--- config.mk ---
export PLATFORM = sky130hd
export DESIGN_NAME = mem_arbiter
export DESIGN_NICKNAME = d
export VERILOG_FILES = /design/src/rtl/mem_arbiter.sv
export SDC_FILE = /design/constraint.sdc
export NUM_CORES = 1
export LEC_CHECK = 0
export ABC_AREA = 1
export BUFFER_PORTS_ARGS = -buffer_cell sky130_fd_sc_hd__buf_2
export CORE_AREA = 3 3 267 269
export CTS_CLUSTER_DIAMETER = 150
export DETAILED_ROUTE_END_ITERATION = 16
export DIE_AREA = 0 0 270 272
export SLEW_MARGIN = 25
export SYNTH_ARGS = -nofsm -noshare
export SYNTH_HDL_FRONTEND = slang
export SYNTH_SLANG_ARGS = --single-unit
--- constraint.sdc ---
create_clock -name clk -period 1.5 [get_ports clk]
set_input_delay 0.075 -clock clk [delete_from_list [all_inputs] [get_ports clk]]
set_output_delay 0.075 -clock clk [all_outputs]
set_load 0.01 [all_outputs]
--- src/rtl/mem_arbiter.sv ---
// Round-robin arbiter sharing one beat-oriented memory port between an icache
// (line reads) and a dcache (line reads and writebacks), one burst at a time.
module mem_arbiter #(
    parameter int MEM_AW = 12,
    parameter int MEM_DW = 128,
    parameter int BEATS  = 4
) (
    input  logic              clk,
    input  logic              rst,

    input  logic              ic_req_valid,
    output logic              ic_req_ready,
    input  logic [MEM_AW-1:0] ic_req_addr,
    output logic              ic_rsp_valid,
    output logic [MEM_DW-1:0] ic_rsp_data,

    input  logic              dc_req_valid,
    output logic              dc_req_ready,
    input  logic [MEM_AW-1:0] dc_req_addr,
    input  logic              dc_req_we,
    input  logic [MEM_DW-1:0] dc_wdata,
    output logic              dc_wdata_ready,
    output logic              dc_rsp_valid,
    output logic [MEM_DW-1:0] dc_rsp_data,

    output logic              mem_req_valid,
    input  logic              mem_req_ready,
    output logic [MEM_AW-1:0] mem_req_addr,
    output logic              mem_req_we,
    output logic [MEM_DW-1:0] mem_wdata,
    input  logic              mem_rsp_valid,
    input  logic [MEM_DW-1:0] mem_rsp_data,

    output logic              busy
);

    localparam int LB = $clog2(BEATS);
    localparam int CW = LB + 1;

    typedef enum logic {IDLE, XFER} state_t;

    state_t              state, state_nxt;
    logic                owner_dc;
    logic                last_dc;
    logic                we;
    logic [MEM_AW-1:0]   base;
    logic [CW-1:0]       issue_cnt;
    logic [CW-1:0]       rsp_cnt;
    logic                grant_ic, grant_dc;
    logic                beat_fire, rsp_fire, done;

    always_ff @(posedge clk) begin
        if (rst) begin
            state     <= IDLE;
            owner_dc  <= 1'b0;
            last_dc   <= 1'b0;
            we        <= 1'b0;
            base      <= '0;
            issue_cnt <= '0;
            rsp_cnt   <= '0;
        end else begin
            state <= state_nxt;
            if (grant_ic || grant_dc) begin
                owner_dc  <= grant_dc;
                we        <= grant_dc && dc_req_we;
                base      <= (grant_dc ? dc_req_addr : ic_req_addr) & ~MEM_AW'(BEATS - 1);
                issue_cnt <= '0;
                rsp_cnt   <= '0;
            end else begin
                if (beat_fire) issue_cnt <= issue_cnt + CW'(1);
                if (rsp_fire)  rsp_cnt   <= rsp_cnt + CW'(1);
            end
            if (done) last_dc <= owner_dc;
        end
    end

    // Everything below is gated by rst so outputs are quiet during reset even
    // though the state register only clears on the following edge.
    always_comb begin
        state_nxt      = state;
        grant_ic       = 1'b0;
        grant_dc       = 1'b0;
        beat_fire      = 1'b0;
        rsp_fire       = 1'b0;
        done           = 1'b0;
        ic_req_ready   = 1'b0;
        dc_req_ready   = 1'b0;
        ic_rsp_valid   = 1'b0;
        dc_rsp_valid   = 1'b0;
        dc_wdata_ready = 1'b0;
        mem_req_valid  = 1'b0;
        busy           = 1'b0;
        ic_rsp_data    = mem_rsp_data;
        dc_rsp_data    = mem_rsp_data;
        mem_req_addr   = base | MEM_AW'(issue_cnt[LB-1:0]);
        mem_req_we     = we;
        mem_wdata      = dc_wdata;
        if (!rst) begin
            case (state)
                IDLE: begin
                    grant_dc     = dc_req_valid && (!ic_req_valid || !last_dc);
                    grant_ic     = ic_req_valid && !grant_dc;
                    ic_req_ready = grant_ic;
                    dc_req_ready = grant_dc;
                    if (grant_ic || grant_dc) state_nxt = XFER;
                end
                XFER: begin
                    busy           = 1'b1;
                    mem_req_valid  = issue_cnt < CW'(BEATS);
                    beat_fire      = mem_req_valid && mem_req_ready;
                    dc_wdata_ready = beat_fire && we;
                    rsp_fire       = mem_rsp_valid && !we;
                    ic_rsp_valid   = rsp_fire && !owner_dc;
                    dc_rsp_valid   = rsp_fire && owner_dc;
                    done = we ? (beat_fire && issue_cnt == CW'(BEATS - 1))
                              : (rsp_fire && rsp_cnt == CW'(BEATS - 1));
                    if (done) state_nxt = IDLE;
                end
                default: state_nxt = IDLE;
            endcase
        end
    end

endmodule
==> out/results.txt, run 1 <==
Max-Cap Viols - 0
FF-to-FF End - base[9]$_SDFFE_PP0P_
Vias/cell - 1.565
Number of antenna violations at the first check in global routing - 3
DR DRC count - 0
Layout cell share with drive strength beyond 1 - 34.12%
Complex-gate fraction of the synthesized area - 1.498%
Post-DP HPWL - 14,210 um
H-tree depth - 1
Launch point of the worst path - state$_SDFF_PP0_
Starting Density - 5.703%
Vias in the first global route - 1,845
Worst r2r src - state$_SDFF_PP0_
Flop pwr share - 38.2%
Tcrit/Tclk final - 93.78%
Net Count, Synth - 833
Clock sinks - 20
Post-Synth Adder-Cell Area - 1.275%
Synthesis-to-finish area growth - -33.28%
Global-route wire length before repair - 20,050 um
Combinational group share of total power - 25.5%
Detailed Routing Iterations Pass 1 - 4
Layout Skew - 0.008751 ns
Clk pin slew, worst setup/hold paths - 0.06 ns
Area post-placement - 2489 sq um
Largest family of logic cells by synthesized area - buffers and inverters
Yosys cell types - 19
Power per cell area - 625.1 nW/um^2
Yosys reg bits - 20
Largest net degree at the start of global routing - 14
Yosys warning count - 0
Switching part of the total - 32.41%
Clock network power share - 36.3%
Crit Path Max Fanout - 5
GRT Total Usage - 4.297%
Crit path arrival time - 1.33 ns
Hold path start - dc_req_we
Int Pwr - 1.106 mW
Synth Area in Simple Gates - 10.11%
Clk_lat worst skew - 0.27 ns
Slew Limit Headroom - 65.85%
Clk Tree Root Cell - clkbuf_16
Die X - 270 um
CTS tree - done
# setup viols final - 0
Worst-margin pin slew - 0.5122 ns
Nets - 504
Leak - 0.8626 nW
Sw power - 0.5306 mW
Nature of the critical path endpoint - output pin
Clk buf depth - 2
Core ar. - 68,830 sq um
Post-synthesis sequential area ratio - 10.20%
Fmax - 0.7109 GHz
Overall Power - 1.637 mW
Fin. Hold Viols - 0
Xor and xnor area share after synthesis - 0.2231%
Worst IR drop on VDD - 0.0002945 V
Via count - 1,789
Syn Inst Count - 542
Reg-to-reg slack, setup - 0.23 ns
Post-synthesis cell area - 3925 sq um
Hold buffer count at CTS - 0
Critical path startpoint category - flip-flop
Worst-path cell chain - buf_4 -> nand3_1 -> nor2_4 -> inv_1 -> nor2_1 -> buf_2
Die Y - 272 um
Initial DRC Count - 47
DIE AREA - 73,440 sq um
Status - finished clean
Wirelength per Cell - 14.53 um
Min Tclk post-route - 1.407 ns
CP max-delay cell - dfxtp_1
Reg2Reg Depth - 7
Required time worst endpoint - 1.42 ns
CTS buffer count - 3
Setup CP Type - reg2out
Total wire length - 16,600 um
Slew Limit Fails - 0
Crit-path max cell delay - 0.35 ns
Post-synthesis mux area share - 0%
RSZ-0062 raised after global routing - yes
Row Count - 96
Hold crit path type - in2reg
Post-route cell area - 2619 sq um
GP Congestion - 0.6600
Grt ovf - 0
Antenna Nets Post-Route - 0
CP endpoint - dc_wdata_ready
IO Port Bufs - 46
IO Count - 691
Avg Cell Area, Syn - 7.242 sq um
==> worst min path at each step <==
stage,slack [ns],end,cells after the start
after global routing,0.03,mem_req_we$_SDFFE_PP0P_,3
after global placement,0.15,mem_wdata[104],0
after detailed placement,0.15,mem_wdata[104],0
after floorplan,0.19,mem_req_we$_SDFFE_PP0P_,2
after CTS,0.02,mem_req_we$_SDFFE_PP0P_,3
final,0.03,mem_req_we$_SDFFE_PP0P_,3
==> synth_stat cells, drive strengths merged <==
cell / count / area share [%]
xor2: 1 / 0.22
nand4: 11 / 1.8
dfxtp: 20 / 10
a21oi: 5 / 0.64
nor2: 11 / 1.1
buf: 389 / 74
nand2: 54 / 5.2
ha: 4 / 1.3
o21ai: 6 / 0.86
and3: 1 / 0.16
inv: 23 / 2.2
nand3: 14 / 1.9
clkbuf: 3 / 0.29
==> per-layer routing <==
metal  up-vias  share of wire (%)  GRT usage, %
li1        607                  -             -
met1       673                 24         2.932
met2       342                 40         5.898
met3       167                 20         3.911
met4         0                 15         6.138
met5         -                  0             0
==> sequential cells by signal, indices dropped and copies added, names as in the netlist <==
register,count
last_dc,1
owner_dc,1
rsp_cnt,3
mem_req_we,1
state,1
base,10
issue_cnt,3
==> metrics by stage <==
stage	TNS, ns	utilization, %	setup WS [ns]	cells	hold WS (ns)
2_1_floorplan	0	-	0.3693	542	0.1938
3_3_place_gp	0	3.616	0.09126	1136	0.1501
3_5_place_dp	0	3.616	0.05058	1136	0.1501
4_1_cts	0	3.750	0.01528	1140	0.01798
5_1_grt	-0.009789	3.801	-0.009789	1142	0.02885
6_report	0	3.805	0.09332	1143	0.03012
==> worst max-delay path: cells and delay by family (launching register included) <==
kind          cells  cell delay [ns]
buf+inv           3             0.37
flops             1             0.35
simple gates      3             0.35
==> power by group through the flow <==
stage / clock [mW] / combinational, mW / sequential, mW
after CTS: 0.632 / 0.419 / 0.625
after floorplan: 0 / 1.22 / 0.653
after global routing: 0.656 / 0.474 / 0.631
after detailed placement: 0 / 0.413 / 0.633
after global placement: 0 / 0.414 / 0.635
final: 0.594 / 0.418 / 0.625
==> cell families after synthesis <==
logic type               count (synthesis)
buffers and inverters                  415
AO/OA/AOI/OAI                           11
flip-flops                              20
AND/OR/NAND/NOR                         91
XOR/XNOR                                 1
adder cells (fa/ha/maj)                  4
==> layout make-up <==
| class | count | area (sq um) |
|---|---|---|
| Fill cell | 8210 | 66210 |
| Timing Repair Buffer | 58 | 352.8 |
| Sequential cell | 20 | 400.4 |
| Tap cell | 931 | 1165 |
| Multi-Input combinational cell | 107 | 536.8 |
| Inverter | 23 | 86.33 |
| Antenna cell | 1 | 2.502 |
| Clock buffer | 3 | 75.07 |
==> cells in the final DEF, fill, tap and decap left out, drive strengths merged <==
| cell type | n |
|---|---|
| a21oi | 5 |
| and3 | 1 |
| buf | 58 |
| clkbuf | 3 |
| dfxtp | 20 |
| diode | 1 |
| ha | 4 |
| inv | 23 |
| nand2 | 54 |
| nand3 | 14 |
| nand4 | 11 |
| nor2 | 11 |
| o21ai | 6 |
| xor2 | 1 |
==> timing repair <==
item	CTS	global route
endpoints found under the setup margin	3	10
resized for setup	3	6
pin swaps	1	1
setup buffers	1	2
No activity file was read; power rests on OpenSTA's default activity.
==> run 2: changes to the inputs <==
- BUFFER_PORTS_ARGS: -buffer_cell sky130_fd_sc_hd__buf_2 -> unset
- DONT_BUFFER_PORTS: unset -> 1
==> out/results.txt, run 2 (same netlist as run 1, synthesis figures left out) <==
Status - finished clean (unchanged)
Fmax - 0.7268 GHz (was 0.7109 GHz)
Global-route wire length before repair - 19,780 um (was 20,050 um)
Grt ovf - 0 (unchanged)
RSZ-0062 raised after global routing - no (was yes)
GP Congestion - 0.6644 (was 0.6600)
IO Port Bufs - 0 (was 46)
Slew Limit Fails - 0 (unchanged)
Crit-path max cell delay - 0.30 ns (was 0.35 ns)
Core ar. - 68,830 sq um (unchanged)
Nets - 473 (was 504)
H-tree depth - 1 (unchanged)
Clk Tree Root Cell - clkbuf_16 (unchanged)
Max reg flops - 10 (unchanged)
Detailed Routing Iterations Pass 1 - 5 (was 4)
Filler cell count - 8,194 (was 8,210)
Power per cell area - 630.3 nW/um^2 (was 625.1 nW/um^2)
Critical path startpoint category - flip-flop (unchanged)
Tcrit/Tclk final - 91.72% (was 93.78%)
Required time worst endpoint - 1.42 ns (about the same)
Worst-path cell chain - buf_4 -> nand2_1 -> buf_4 -> nand2_1 -> and3_1 (was buf_4 -> nand3_1 -> nor2_4 -> inv_1 -> nor2_1 -> buf_2)
Vias in the first global route - 1,749 (was 1,845)
Total wire length - 16,540 um (was 16,600 um)
Initial DRC Count - 86 (was 47)
Setup TNS - 0 ns (unchanged)
Synthesis-to-finish area growth - -36.44% (was -33.28%)
Most frequent cells in the layout - nand2_1, inv_1, dfxtp_1, buf_4, nand3_1 (was nand2_1, buf_2, inv_1)
# setup viols final - 0 (unchanged)
Worst IR drop on VDD - 0.0003210 V (was 0.0002945 V)
Via count - 1,664 (was 1,789)
Antenna Nets Post-Route - 0 (unchanged)
Slew Limit Headroom - 80.13% (was 65.85%)
Row Count - 96 (unchanged)
Die Y - 272 um (unchanged)
Die X - 270 um (unchanged)
DR DRC count - 0 (unchanged)
GRT Total Usage - 4.264% (was 4.297%)
Min Hold Slack - 0.008413 ns (was 0.03012 ns)
WP buf/inv - 2 (was 3)
Clk_lat worst skew - 0.27 ns (about the same)
Wirelength per Cell - 14.87 um (was 14.53 um)
Clock sinks - 20 (unchanged)
IO Count - 691 (unchanged)
CTS buffer count - 3 (unchanged)
Clk buf depth - 2 (unchanged)
Worst-margin pin slew - 0.2976 ns (was 0.5122 ns)
Min Tclk post-route - 1.376 ns (was 1.407 ns)
Starting Density - 5.703% (unchanged)
Top Registers - base (10), issue_cnt (3), rsp_cnt (3) (unchanged)
Storage cell area - 401.6 sq um (was 400.4 sq um)
Critical path's top delay family - simple AND/OR/NAND/NOR gates (was buffers and inverters)
Layout Skew - 0.009680 ns (was 0.008751 ns)
Max-Cap Viols - 0 (unchanged)
Layout cell share with drive strength beyond 1 - 18.89% (was 34.12%)
Vias/cell - 1.496 (was 1.565)
Largest net degree at the start of global routing - 14 (unchanged)
Hold crit path type - in2reg (unchanged)
Crit path arrival time - 1.30 ns (was 1.33 ns)
Register name with the most flops - base (unchanged)
CTS tree - done (unchanged)
Multi-input gate area - 521.8 sq um (was 536.8 sq um)
Post-DP HPWL - 14,060 um (was 14,210 um)
Most common cell after layout, fill and taps aside - nand2_1 (unchanged)
DIE AREA - 73,440 sq um (unchanged)
CP max-delay cell - dfxtp_1 (unchanged)
Setup CP Type - reg2out (unchanged)
Nature of the critical path endpoint - output pin (unchanged)
Crit Path Max Fanout - 10 (was 5)
Leak - 0.7310 nW (was 0.8626 nW)
Fin. Hold Viols - 0 (unchanged)
Clk pin slew, worst setup/hold paths - 0.07 ns (was 0.06 ns)
Number of antenna violations at the first check in global routing - 1 (was 3)
[run 2: cell count changes in the layout (fill, tap and decap cells not counted), moves of 2 or more]
cell           previous run  this run
nand2_1                  52        54
nand2_2                   2         0
buf_4                     8        19
dlygate4sd3_1             0         6
buf_2                    46         0
buf_6                     2         0
[run 2: timing repair]
action / CTS / global route
hold buffers: 5 / 1
buffers inserted: 1 / 3
resized for setup: 2 / 3
setup endpoints to repair: 2 / 4
pin swaps: 2 / 2
endpoints found under the hold margin: 5 / 1
[run 2: final timing paths]
kind / from / to / slack (ns) / cells past startpoint
worst max-delay path: last_dc$_SDFFE_PP0P_ / ic_req_ready / 0.12 / 5
worst min-delay path: ic_req_addr[7] / base[7]$_SDFFE_PP0P_ / 0.008 / 4
worst max register to register: state$_SDFF_PP0_ / owner_dc$_SDFFE_PP0P_ / 0.18 / 6
worst min register to register: rsp_cnt[1]$_SDFFE_PP0P_ / rsp_cnt[1]$_SDFFE_PP0P_ / 0.49 / 2
[run 2: metrics by stage]
step / utilization (%) / power, mW / worst slack [ns] / cells / area, sq um
3_5_place_dp: 3.369 / 0.9730 / 0.1009 / 1098 / 2318
6_report: 3.625 / 1.573 / 0.1242 / 1112 / 2495
5_1_grt: 3.621 / 1.681 / 0.009021 / 1111 / 2492
3_3_place_gp: 3.369 / 0.9737 / 0.1282 / 1098 / 2318
4_1_cts: 3.569 / 1.618 / 0.03419 / 1107 / 2456
2_1_floorplan: - / 1.869 / 0.3693 / 542 / 3925
[run 2: worst register-to-register path, stage by stage, from the launching register on]
cell	delay, ns
dfxtp_2	0.32
nor2_2	0.13
buf_12	0.14
o21ai_2	0.08
buf_4	0.18
nand2_1	0.24
o21ai_0	0.12
[run 2: layout make-up]
type                       count  area share (%)
sequential                    20           16.10
clock buffer                   3           3.009
inverter                      23           3.460
multi-input combinational    107           20.91
tap                          931           46.69
timing repair buffer          27           9.729
antenna                        1          0.1003
[run 2: report_power, final]
part | leakage [nW] | switching, mW | internal (mW)
clock network | 0.0370 | 0.241 | 0.354
logic | 0.529 | 0.179 | 0.130
registers | 0.165 | 0.0778 | 0.590
total | 0.731 | 0.498 | 1.07
[run 2: metal layers]
layer  part of all wire, %  global-route usage [%]  vias to the layer above  routed length (um)
li1                      -                       -                      543                   -
met1                    23                   2.762                      605                3743
met2                    39                   5.716                      350                6503
met3                    22                   4.184                      166                3616
met4                    16                   6.280                        0                2676
met5                     0                       0                        -                   0
